==> src/rtl/alu_ctrl_queue.sv <==
// rtl/alu_ctrl_queue.sv - opcode FIFO feeding a registered ALU control-word decoder
// Optional illegal-opcode checking is enabled by defining ALU_CTRL_ILLEGAL_CHK_EN.
module alu_ctrl_queue #(
    parameter  int FLAG_W = 3,
    parameter  int DEPTH  = 4,
    localparam int OP_W   = FLAG_W + 5,
    localparam int CNT_W  = $clog2(DEPTH) + 1
) (
    input  logic              clk,
    input  logic              rst,
    input  logic              op_valid,
    output logic              op_ready,
    input  logic [OP_W-1:0]   ALUop,
    output logic              ctl_valid,
    input  logic              ctl_ready,
    output logic              isArith,
    output logic              isTwoC,
    output logic              LeftOrRight,
    output logic [1:0]        Operation,
    output logic [FLAG_W-1:0] SetFlag,
    output logic [CNT_W-1:0]  count,
    output logic              illegal,
    output logic              sticky_err
);

    localparam int PTR_W = $clog2(DEPTH);

    generate
        if (FLAG_W < 1 || FLAG_W > 8) begin : g_bad_flag_w
            $error("FLAG_W out of range 1..8");
        end
        if (DEPTH < 2 || DEPTH > 16 || (DEPTH & (DEPTH - 1)) != 0) begin : g_bad_depth
            $error("DEPTH must be a power of two in 2..16");
        end
    endgenerate

    logic [OP_W-1:0]   mem_q [DEPTH];
    logic [OP_W-1:0]   mem_d [DEPTH];
    logic [PTR_W-1:0]  wr_ptr_q, wr_ptr_d;
    logic [PTR_W-1:0]  rd_ptr_q, rd_ptr_d;
    logic [CNT_W-1:0]  count_q, count_d;

    logic              ctl_valid_q, ctl_valid_d;
    logic              is_arith_q, is_arith_d;
    logic              is_two_c_q, is_two_c_d;
    logic              left_or_right_q, left_or_right_d;
    logic [1:0]        operation_q, operation_d;
    logic [FLAG_W-1:0] set_flag_q, set_flag_d;

    logic              push;
    logic              load;
    logic              consume;
    logic              fifo_empty;
    logic [OP_W-1:0]   head;

    // op_ready comes only from the registered count so it never depends on ctl_ready.
    assign op_ready   = (count_q < CNT_W'(DEPTH));
    assign fifo_empty = (count_q == '0);
    assign head       = mem_q[rd_ptr_q];

    always_comb begin
        push    = op_valid && op_ready;
        consume = ctl_valid_q && ctl_ready;
        load    = !fifo_empty && (!ctl_valid_q || ctl_ready);

        mem_d = mem_q;
        if (push) begin
            mem_d[wr_ptr_q] = ALUop;
        end

        wr_ptr_d = push ? wr_ptr_q + PTR_W'(1) : wr_ptr_q;
        rd_ptr_d = load ? rd_ptr_q + PTR_W'(1) : rd_ptr_q;

        count_d = count_q;
        case ({push, load})
            2'b10:   count_d = count_q + CNT_W'(1);
            2'b01:   count_d = count_q - CNT_W'(1);
            default: count_d = count_q;
        endcase

        // Decoded fields hold their last value when the output empties.
        ctl_valid_d     = ctl_valid_q;
        is_arith_d      = is_arith_q;
        is_two_c_d      = is_two_c_q;
        left_or_right_d = left_or_right_q;
        operation_d     = operation_q;
        set_flag_d      = set_flag_q;
        if (load) begin
            ctl_valid_d     = 1'b1;
            is_arith_d      = head[OP_W-1];
            is_two_c_d      = head[OP_W-2];
            left_or_right_d = head[OP_W-3];
            operation_d     = head[OP_W-4:OP_W-5];
            set_flag_d      = head[FLAG_W-1:0];
        end else if (consume) begin
            ctl_valid_d = 1'b0;
        end
    end

    always_ff @(posedge clk) begin
        mem_q <= mem_d;
    end

    always_ff @(posedge clk) begin
        if (rst) begin
            wr_ptr_q        <= '0;
            rd_ptr_q        <= '0;
            count_q         <= '0;
            ctl_valid_q     <= 1'b0;
            is_arith_q      <= 1'b0;
            is_two_c_q      <= 1'b0;
            left_or_right_q <= 1'b0;
            operation_q     <= '0;
            set_flag_q      <= '0;
        end else begin
            wr_ptr_q        <= wr_ptr_d;
            rd_ptr_q        <= rd_ptr_d;
            count_q         <= count_d;
            ctl_valid_q     <= ctl_valid_d;
            is_arith_q      <= is_arith_d;
            is_two_c_q      <= is_two_c_d;
            left_or_right_q <= left_or_right_d;
            operation_q     <= operation_d;
            set_flag_q      <= set_flag_d;
        end
    end

    assign ctl_valid   = ctl_valid_q;
    assign isArith     = is_arith_q;
    assign isTwoC      = is_two_c_q;
    assign LeftOrRight = left_or_right_q;
    assign Operation   = operation_q;
    assign SetFlag     = set_flag_q;
    assign count       = count_q;

`ifdef ALU_CTRL_ILLEGAL_CHK_EN
    logic illegal_q, illegal_d;
    logic sticky_q, sticky_d;
    logic head_illegal;

    // Two's-complement needs arithmetic mode; a shift must use Operation 2'b11.
    always_comb begin
        head_illegal = (head[OP_W-2] && !head[OP_W-1]) ||
                       (head[OP_W-3] && (head[OP_W-4:OP_W-5] != 2'b11));
        illegal_d    = illegal_q;
        if (load) begin
            illegal_d = head_illegal;
        end else if (consume) begin
            illegal_d = 1'b0;
        end
        sticky_d = sticky_q || (load && head_illegal);
    end

    always_ff @(posedge clk) begin
        if (rst) begin
            illegal_q <= 1'b0;
            sticky_q  <= 1'b0;
        end else begin
            illegal_q <= illegal_d;
            sticky_q  <= sticky_d;
        end
    end

    assign illegal    = illegal_q;
    assign sticky_err = sticky_q;
`else
    assign illegal    = 1'b0;
    assign sticky_err = 1'b0;
`endif

endmodule

==> config.mk <==
export PLATFORM = sky130hd
export DESIGN_NAME = alu_ctrl_queue
export DESIGN_NICKNAME = d
export VERILOG_FILES = /design/src/rtl/alu_ctrl_queue.sv
export SDC_FILE = /design/constraint.sdc
export NUM_CORES = 1
export LEC_CHECK = 0
export CORE_MARGIN = 1
export CORE_UTILIZATION = 53
export CTS_CLUSTER_DIAMETER = 80
export CTS_CLUSTER_SIZE = 12
export DETAILED_ROUTE_END_ITERATION = 8
export GPL_TIMING_DRIVEN = 1
export PLACE_DENSITY_LB_ADDON = 0.05
export REMOVE_ABC_BUFFERS = 1
export SLEW_MARGIN = 20
export SYNTH_ARGS = -nofsm -noshare
export SYNTH_HDL_FRONTEND = slang
export SYNTH_SLANG_ARGS = --single-unit
==> constraint.sdc <==
create_clock -name clk -period 2.9 [get_ports clk]
set_input_delay 0.58 -clock clk [delete_from_list [all_inputs] [get_ports clk]]
set_output_delay 0.58 -clock clk [all_outputs]
set_load 0.005 [all_outputs]
---- After elaboration in Yosys (flattened, before gate mapping) ----
Cells that the tools add are included.
operators by class
  add/subtract/negate cells ............... 4
  order comparisons ....................... 4
  equality and inequality tests ........... 2
  muxes and demuxes ....................... 9
  bitwise logic cells ..................... 2
  reduce and logical (&&, ||, !) cells .... 10
operators by type and width
  operator                                                                       number
  32-bit bitwise mux                                                             1
  8-bit two-way mux                                                              3
  8-bit binary-select mux with 2-bit select                                      1
  8-bit demux with 2-bit select                                                  1
  3-bit >= comparator (second input constant)                                    2
  2-bit NOT with 3-bit output                                                    2
  3-bit case mux with 2 select lines                                             1
  2-bit by 1-bit adder with 2-bit output (second input constant)                 2
  1-bit logical AND                                                              4
  2-bit nonzero test                                                             2
  3-bit by 1-bit adder with 3-bit output (second input constant)                 1
  3-bit zero test                                                                1
  3-bit by 1-bit less-than comparator with 1-bit output (second input constant)  1
  3-bit less-than comparator (second input constant)                             1
  3-bit by 1-bit subtractor with 3-bit output (second input constant)            1
  2-bit by 1-bit equality test with 1-bit output (second input constant)         1
  2-bit equality test (second input constant)                                    1
  1-bit zero test                                                                2
  1-bit two-way mux                                                              2
  1-bit logical OR                                                               1
word-level totals
  register bits after elaboration ......... 48
  logic and storage cells ................. 44

---- Logic depth before layout (Yosys ltp) ----
Gate-level depths: netlist of the first run.
  depth in word-level cells ............... 6
  gate-level depth with buffers ........... 9
  depth with buffers taken out ............ 8

---- Least setup slack after synthesis of the first run ----
No wires, ideal clock.
  path type ............................... input -> register
  start ................................... in op_valid
  end ..................................... reg count_q[2], in the netlist count[2]
  arrival time ............................ 2.208 ns
  setup slack ............................. 0.622 ns
  stages on the path ...................... 9
  cells stage by stage .................... and2b_2 > clkbuf_1 > inv_1 > ha_1 > inv_1 > fa_1 > xor2_1 > or3_2 > a21oi_1
on the way
  cells in the longest elaborated chain, start to end .. 3
  elaborated cells between the ends (all ways) .. 5
  classes of those cells .................. 2 x eq/ne; 1 x mux; 2 x reduce/logical
ends and longest elaborated chain
  what                                                                                   RTL line  source
  start, declared                                                                        11        input logic op_valid,
  1-bit logical AND (*)                                                                  62        push = op_valid && op_ready;
  2-bit by 1-bit equality test with 1-bit output or 2-bit equality test (tied branches)  75        case ({push, load})
  3-bit case mux with 2 select lines or 2-bit nonzero test (tied branches)               n/a
  end signal, assigned                                                                   118       count_q <= count_d;
  end, declared                                                                          41        logic [CNT_W-1:0] count_q, count_d;
Every way passes the cells marked *; elsewhere a longest branch is shown, timed or not.
A chain may end at the register's enable or synchronous reset.

---- Final worst setup path of the first run ----
  start ................................... in ctl_ready
  end ..................................... reg count_q[2], in the netlist count[2]
on the way
  cells in the longest elaborated chain, start to end .. 4
  elaborated cells between the ends (all ways) .. 6
  classes of those cells .................. 2 x eq/ne; 1 x mux; 3 x reduce/logical
ends and longest elaborated chain
  what                                                                                   RTL line  source
  start, declared                                                                        15        input logic ctl_ready,
  1-bit logical OR (*)                                                                   64        load = !fifo_empty && (!ctl_valid_q || ctl_ready);
  1-bit logical AND (*)                                                                  64
  2-bit by 1-bit equality test with 1-bit output or 2-bit equality test (tied branches)  75
  3-bit case mux with 2 select lines or 2-bit nonzero test (tied branches)               n/a
Marks and branches as above.

==> flow_summary.yaml, run 1 <==
routing:
  drtAntennaViolNets: 0
  drt-initial-drc-count: 126
  detail_route.wl_per_cell_um: 15.2
  viasPerCell: 5.34
  drc: 0
  vias: 1100
  dr.pass1.iters: 4
  wl_um: 3120
floorplan:
  core_mm2: 0.00342
  fp.dieH_um: 62.6
  ios: 27
  fp.dieW_um: 62.6
  die_area_mm2: 0.00392
  initial_core_util_pct: 57.0
  rows: 21
timing:
  slew_headroom_pct: 55.9
  min_period_ps: 2380
  timing.fmax_ghz: 0.419
  final.setup.tns_ps: 0
  setup_viol: 0
  slew_violations: 0
  tightest_slew_ps: 659
  grt_setup_unrepaired: "no"
  hold_viol: 0
  finClkSkew_ps: 5.66
  period_share_pct: 82.2
  finalWorstSetupSlack_ps: 516
power_and_ir_drop:
  leakage_nw: 0.757
  net-switching-power_mw: 0.615
  clkPwrFrac_pct: 15.1
  pwr_density_cell_mw_per_mm2: 861
  internal_power_mw: 1.32
  vdd_ir_drop_max_v: 0.000436
  power.total_mw: 1.94
  p_sw_share_pct: 31.7
  seq_power_share_pct: 50.0
  comb_power_share_pct: 35.0
clock_tree:
  worstSkewPairLatency_ps: 350
  cts_resized: 0
  cts_buffers: 5
  max-clock-path-buffers: 2
  h-tree-depth: 2
  hold_buffers: 0
  cts_root_buffer: "clkbuf_4"
  path_clk_slew_ps: 130
  cts_tree: "built"
  post-cts-setup-buffer-count: 0
  cts.sinks: 48
grt:
  grt_start_max_net_pins: 18
  grt_overflow_total: 0
  grt_pass1_vias: 1099
  track_usage_pct: 18.9
  grt_pass1_wl_um: 5400
  antenna_found_initial: 0
job:
  cap_viol_max_count: 0
logic_synthesis:
  synth_top_cell_area_share_pct: 49.4
  post_synth_num_cell_types: 28
  ys_seq_area_share_pct: 65.8
  ys_seq_elements: 48
  synth_most_common_cell: "edfxtp_1"
  synth_top_cells_by_count: "edfxtp_1 (32), dfxtp_1 (16), a21oi_1 (12), o21ai_0 (10)"
  synthFlopType: "edfxtp_1"
  synthArstFlopShare_pct: 0
  ys_warn_count: 0
  syn-instance-count: 136
  ys_top_cells_by_area: "edfxtp_1 (49%), dfxtp_1 (16%), mux4_2 (9.3%), ha_1 (3.2%), a21oi_1 (3.1%)"
  synth_area_per_cell_um2: 14.3
  netlist_area_mm2: 0.00195
  yosysTopAreaCell: "edfxtp_1"
  synth_edf_count: 32
critical_path:
  crit_required_ps: 3180
  crit_chain: "clkdlybuf4s50_1 > nor2b_1 > nor2_1 > ha_1 > inv_1 > fa_1 > xor2_1 > or3_2 > a21oi_1"
  cp_max_fo: 2
  crit_arrival_ps: 2660
  cp-start-kind: "primary input"
  cpPeakStageDelay_ps: 470
  path_class: "primary input to flip-flop"
  crit_slowest_cell: "clkdlybuf4s50_1"
  r2r_slack_ps: 590
  end_kind: "flip-flop"
placed_design:
  port_buffers: 24
  gp_congestion: 0.698
  pre_cts_ws_ps: 176
  hpwlAfterDp_um: 2120
layout:
  drive_gt1_share_pct: 11.9
  areaGrowthSynthToFinish_pct: 15.8
  antenna_cells: 0
  final_nets: 177
worst_hold_path:
  hp-class: "flip-flop to flip-flop"
run_status:
  status: "finished, final reports clean"
power groups by stage:
stage	sequential (mW)	clock, mW	combinational [mW]
CTS	0.975	0.303	0.683
global route	0.996	0.339	0.747
finish	0.969	0.292	0.679
global placement	0.985	0	0.663
detailed placement	0.992	0	0.681
floorplan	0.970	0	0.410
kinds of logic after synthesis:
kind of cell | after synthesis | synth area share [%]
xor gates and xnor gates | 3 | 1.35
DFF | 48 | 65.8
AOI/OAI and AO/OA | 24 | 6.88
muxes | 9 | 9.77
buffers and inverters | 19 | 4.69
adders and majority gates | 6 | 4.24
and+or+nand+nor | 26 | 7.07
other | 1 | 0.193
registers in the layout, indices dropped and copies added, names as in the netlist:
name / flops
Operation: 2
wr_ptr_q: 2
isArith: 1
rd_ptr_q: 2
count: 3
ctl_valid: 1
SetFlag: 3
LeftOrRight: 1
isTwoC: 1
mem_q: 32
final timing paths:
kind                                    from      endpoint  cells past startpoint
worst max register to register      count[2]      count[2]                      9
worst min-delay path            Operation[0]  Operation[0]                      2
worst max-delay path               ctl_ready      count[2]                      9
worst min register to register  Operation[0]  Operation[0]                      2
critical path: cells and delay by family:
family | cells | cell delay [ps]
AO/OA/AOI/OAI | 1 | 150
AND/OR/NAND/NOR | 3 | 650
adder cells (fa/ha/maj) | 2 | 580
XOR/XNOR | 1 | 160
buffers and inverters | 2 | 530
layout make-up:
cell class | count | area, um2
fillers | 249 | 1160
flip-flops and latches | 48 | 1280
clock inverters | 2 | 11.3
clock buffers | 6 | 41.3
well taps | 46 | 57.6
inverters | 8 | 30.0
repair buffers | 26 | 255
multi-input cells | 70 | 578
cell usage in the layout, fill, tap and decap left out:
master           count
nand3_1              8
conb_1               2
a311oi_2             1
dfxtp_1             16
or3_1                2
nand2b_1             1
a21oi_1             12
nor3_1               1
inv_1                8
clkbuf_4             5
and2b_2              1
fa_1                 1
xnor2_1              1
clkdlybuf4s50_1     24
mux4_2               8
xor2_1               2
edfxtp_1            32
clkinv_1             1
or3_2                1
clkinvlp_4           1
ha_1                 5
a31o_1               1
clkbuf_1             1
mux2i_1              1
and2_1               4
o21ai_0             10
nor2b_1              1
buf_4                2
nor2_1               7
per-stage QoR:
stage	area [um2]	instances	hold slack [ps]	utilization, %
after detailed placement	2200	198	468	64.5
after floorplan	1890	126	464	-
final	2250	206	483	66.0
after global routing	2250	206	513	66.0
after CTS	2250	206	486	66.0
after global placement	2200	198	464	64.5
layer usage:
| layer | wire length, um | up-vias | share of wire [%] | global-route usage (%) |
|---|---|---|---|---|
| met5 | 0 | - | 0 | 0 |
| met2 | 1550 | 30 | 50 | 30.0 |
| met1 | 1420 | 532 | 45 | 23.6 |
| li1 | - | 536 | - | - |
| met4 | 29 | 0 | 0.93 | 11.3 |
| met3 | 126 | 2 | 4.0 | 4.20 |
(Power assumes the default switching activity.)
==> run 2: changes to the inputs <==
--- a/config.mk
+++ b/config.mk
@@ -6,7 +6,7 @@
 export NUM_CORES = 1
 export LEC_CHECK = 0
 export CORE_MARGIN = 1
-export CORE_UTILIZATION = 53
+export CORE_UTILIZATION = 48
 export CTS_CLUSTER_DIAMETER = 80
 export CTS_CLUSTER_SIZE = 12
 export DETAILED_ROUTE_END_ITERATION = 8
==> constraint.sdc (replaced) <==
create_clock -name clk -period 2 [get_ports clk]
set_input_delay 0.4 -clock clk [delete_from_list [all_inputs] [get_ports clk]]
set_output_delay 0.4 -clock clk [all_outputs]
set_load 0.005 [all_outputs]
==> flow_summary.yaml, run 2 (synthesized netlist as in run 1, its figures left out) <==
critical_path:
  cp-start-kind: "flip-flop"
  crit_arrival_ps: 2130
  crit_chain: "nor2b_1 > nor2_2 > ha_2 > inv_2 > fa_2 > xor2_1 > or3_4 > a21oi_2"
  crit_required_ps: 2230
  cpPeakStageDelay_ps: 350
  cp_max_fo: 3
  path_class: "flip-flop to flip-flop"
  end_kind: "flip-flop"
  crit_slowest_cell: "fa_2"
  rr_worst_depth: 8
timing:
  finClkSkew_ps: 6.72
  slew_violations: 0
  worst_hold_slack_ps: 481
  tightest_slew_ps: 705
  period_share_pct: 95.2
  timing.fmax_ghz: 0.525
  setup_viol: 0
  grt_setup_unrepaired: "no"
  slew_headroom_pct: 52.9
  hold_viol: 0
  min_period_ps: 1900
layout:
  final_nets: 192
  final_cell_mix: "edfxtp_1 (32), clkdlybuf4s50_1 (22), dfxtp_1 (14), buf_4 (13), a21oi_1 (11)"
  design_area_mm2: 0.00247
  areaGrowthSynthToFinish_pct: 26.7
  drive_gt1_share_pct: 24.0
  largest_register_ffs: 32
  layout_commonest_cell: "edfxtp_1"
  stdcell_count: 223
  antenna_cells: 0
  top_register: "mem_q"
placed_design:
  port_buffers: 24
  placed_cells: 214
  place_area_mm2: 0.00236
  gp_congestion: 0.765
  hpwlAfterDp_um: 2290
routing:
  wl_um: 3220
  drc: 0
  drt-initial-drc-count: 50
  detail_route.wl_per_cell_um: 14.4
  viasPerCell: 5.10
  dr.pass1.iters: 3
  vias: 1138
  drtAntennaViolNets: 0
grt:
  antenna_found_initial: 0
  track_usage_pct: 18.1
  grt_pass1_vias: 1176
  grt_start_max_net_pins: 16
  grt_overflow_total: 0
  grt_pass1_wl_um: 5470
power_and_ir_drop:
  pwr_density_cell_mw_per_mm2: 1280
  vdd_ir_drop_max_v: 0.000572
  power.total_mw: 3.15
  leakage_nw: 0.863
floorplan:
  initial_core_util_pct: 51.6
  rows: 22
  fp.dieH_um: 65.7
  ios: 27
  fp.dieW_um: 65.7
  core_mm2: 0.00377
  die_area_mm2: 0.00431
clock_tree:
  worstSkewPairLatency_ps: 290
  cts_root_buffer: "clkbuf_8"
  h-tree-depth: 2
  cts_tree: "built"
  cts.sinks: 48
  cts_buffers: 5
  hold_buffers: 0
  max-clock-path-buffers: 2
  path_clk_slew_ps: 80
job:
  cap_viol_max_count: 0
worst_hold_path:
  hp-class: "flip-flop to flip-flop"
  hold_path_depth: 2
run_status:
  status: "finished, final reports clean"
[run 2: cell count changes in the layout (fill, tap and decap cells not counted), sizes merged]
cell and change:
buf +15, clkdlybuf4s50 -2, dlygate4sd2 +2
[run 2: final cells by class]
cell class / count / area (um2)
fill: 284 / 1300
clock inverter: 2 / 12.5
clock buffer: 6 / 72.6
inverter: 8 / 30.0
multi-input combinational: 70 / 593
sequential: 48 / 1280
tap: 48 / 60.1
timing repair buffer: 41 / 415
[run 2: repair_timing]
| item | in CTS | in global routing |
|---|---|---|
| resized for setup | 7 | 3 |
| buffers inserted | 1 | 0 |
| endpoints found under the setup margin | 1 | 1 |
| pin swaps | 5 | 2 |
[run 2: final timing paths]
check | startpoint | end | slack [ps]
worst min register to register | Operation[1] | Operation[1] | 480
worst max-delay path | ctl_valid | count[2] | 100
worst min-delay path | Operation[1] | Operation[1] | 480
worst max register to register | ctl_valid | count[2] | 100
[run 2: layer usage]
layer  up-vias  global-route usage [%]  routed length [um]
li1        565                       -                   -
met1       540                    21.3                1440
met2        27                    29.6                1620
met3         6                    6.42                 103
met4         0                    8.15                  55
met5         -                       0                   0
[run 2: worst max-delay path: cells and delay by family, from the launching register on]
family	cells	cell delay, ps
xor gates and xnor gates	1	180
AOI/OAI and AO/OA	1	120
DFF	1	330
buffers and inverters	1	40
adders and majority gates	2	550
and+or+nand+nor	3	610
[run 2: power breakdown]
| group | internal [mW] | total (mW) | switching, mW |
|---|---|---|---|
| registers | 1.25 | 1.40 | 0.143 |
| logic | 0.698 | 1.21 | 0.510 |
| clock network | 0.244 | 0.549 | 0.305 |
[run 2: through the flow]
step	utilization (%)	setup TNS [ps]	worst slack, ps
floorplan	-	-161	-161
global placement	62.6	-539	-444
detailed placement	62.6	-629	-496
CTS	65.3	0	64.3
global route	65.4	0	7.51
finish	65.4	0	95.9
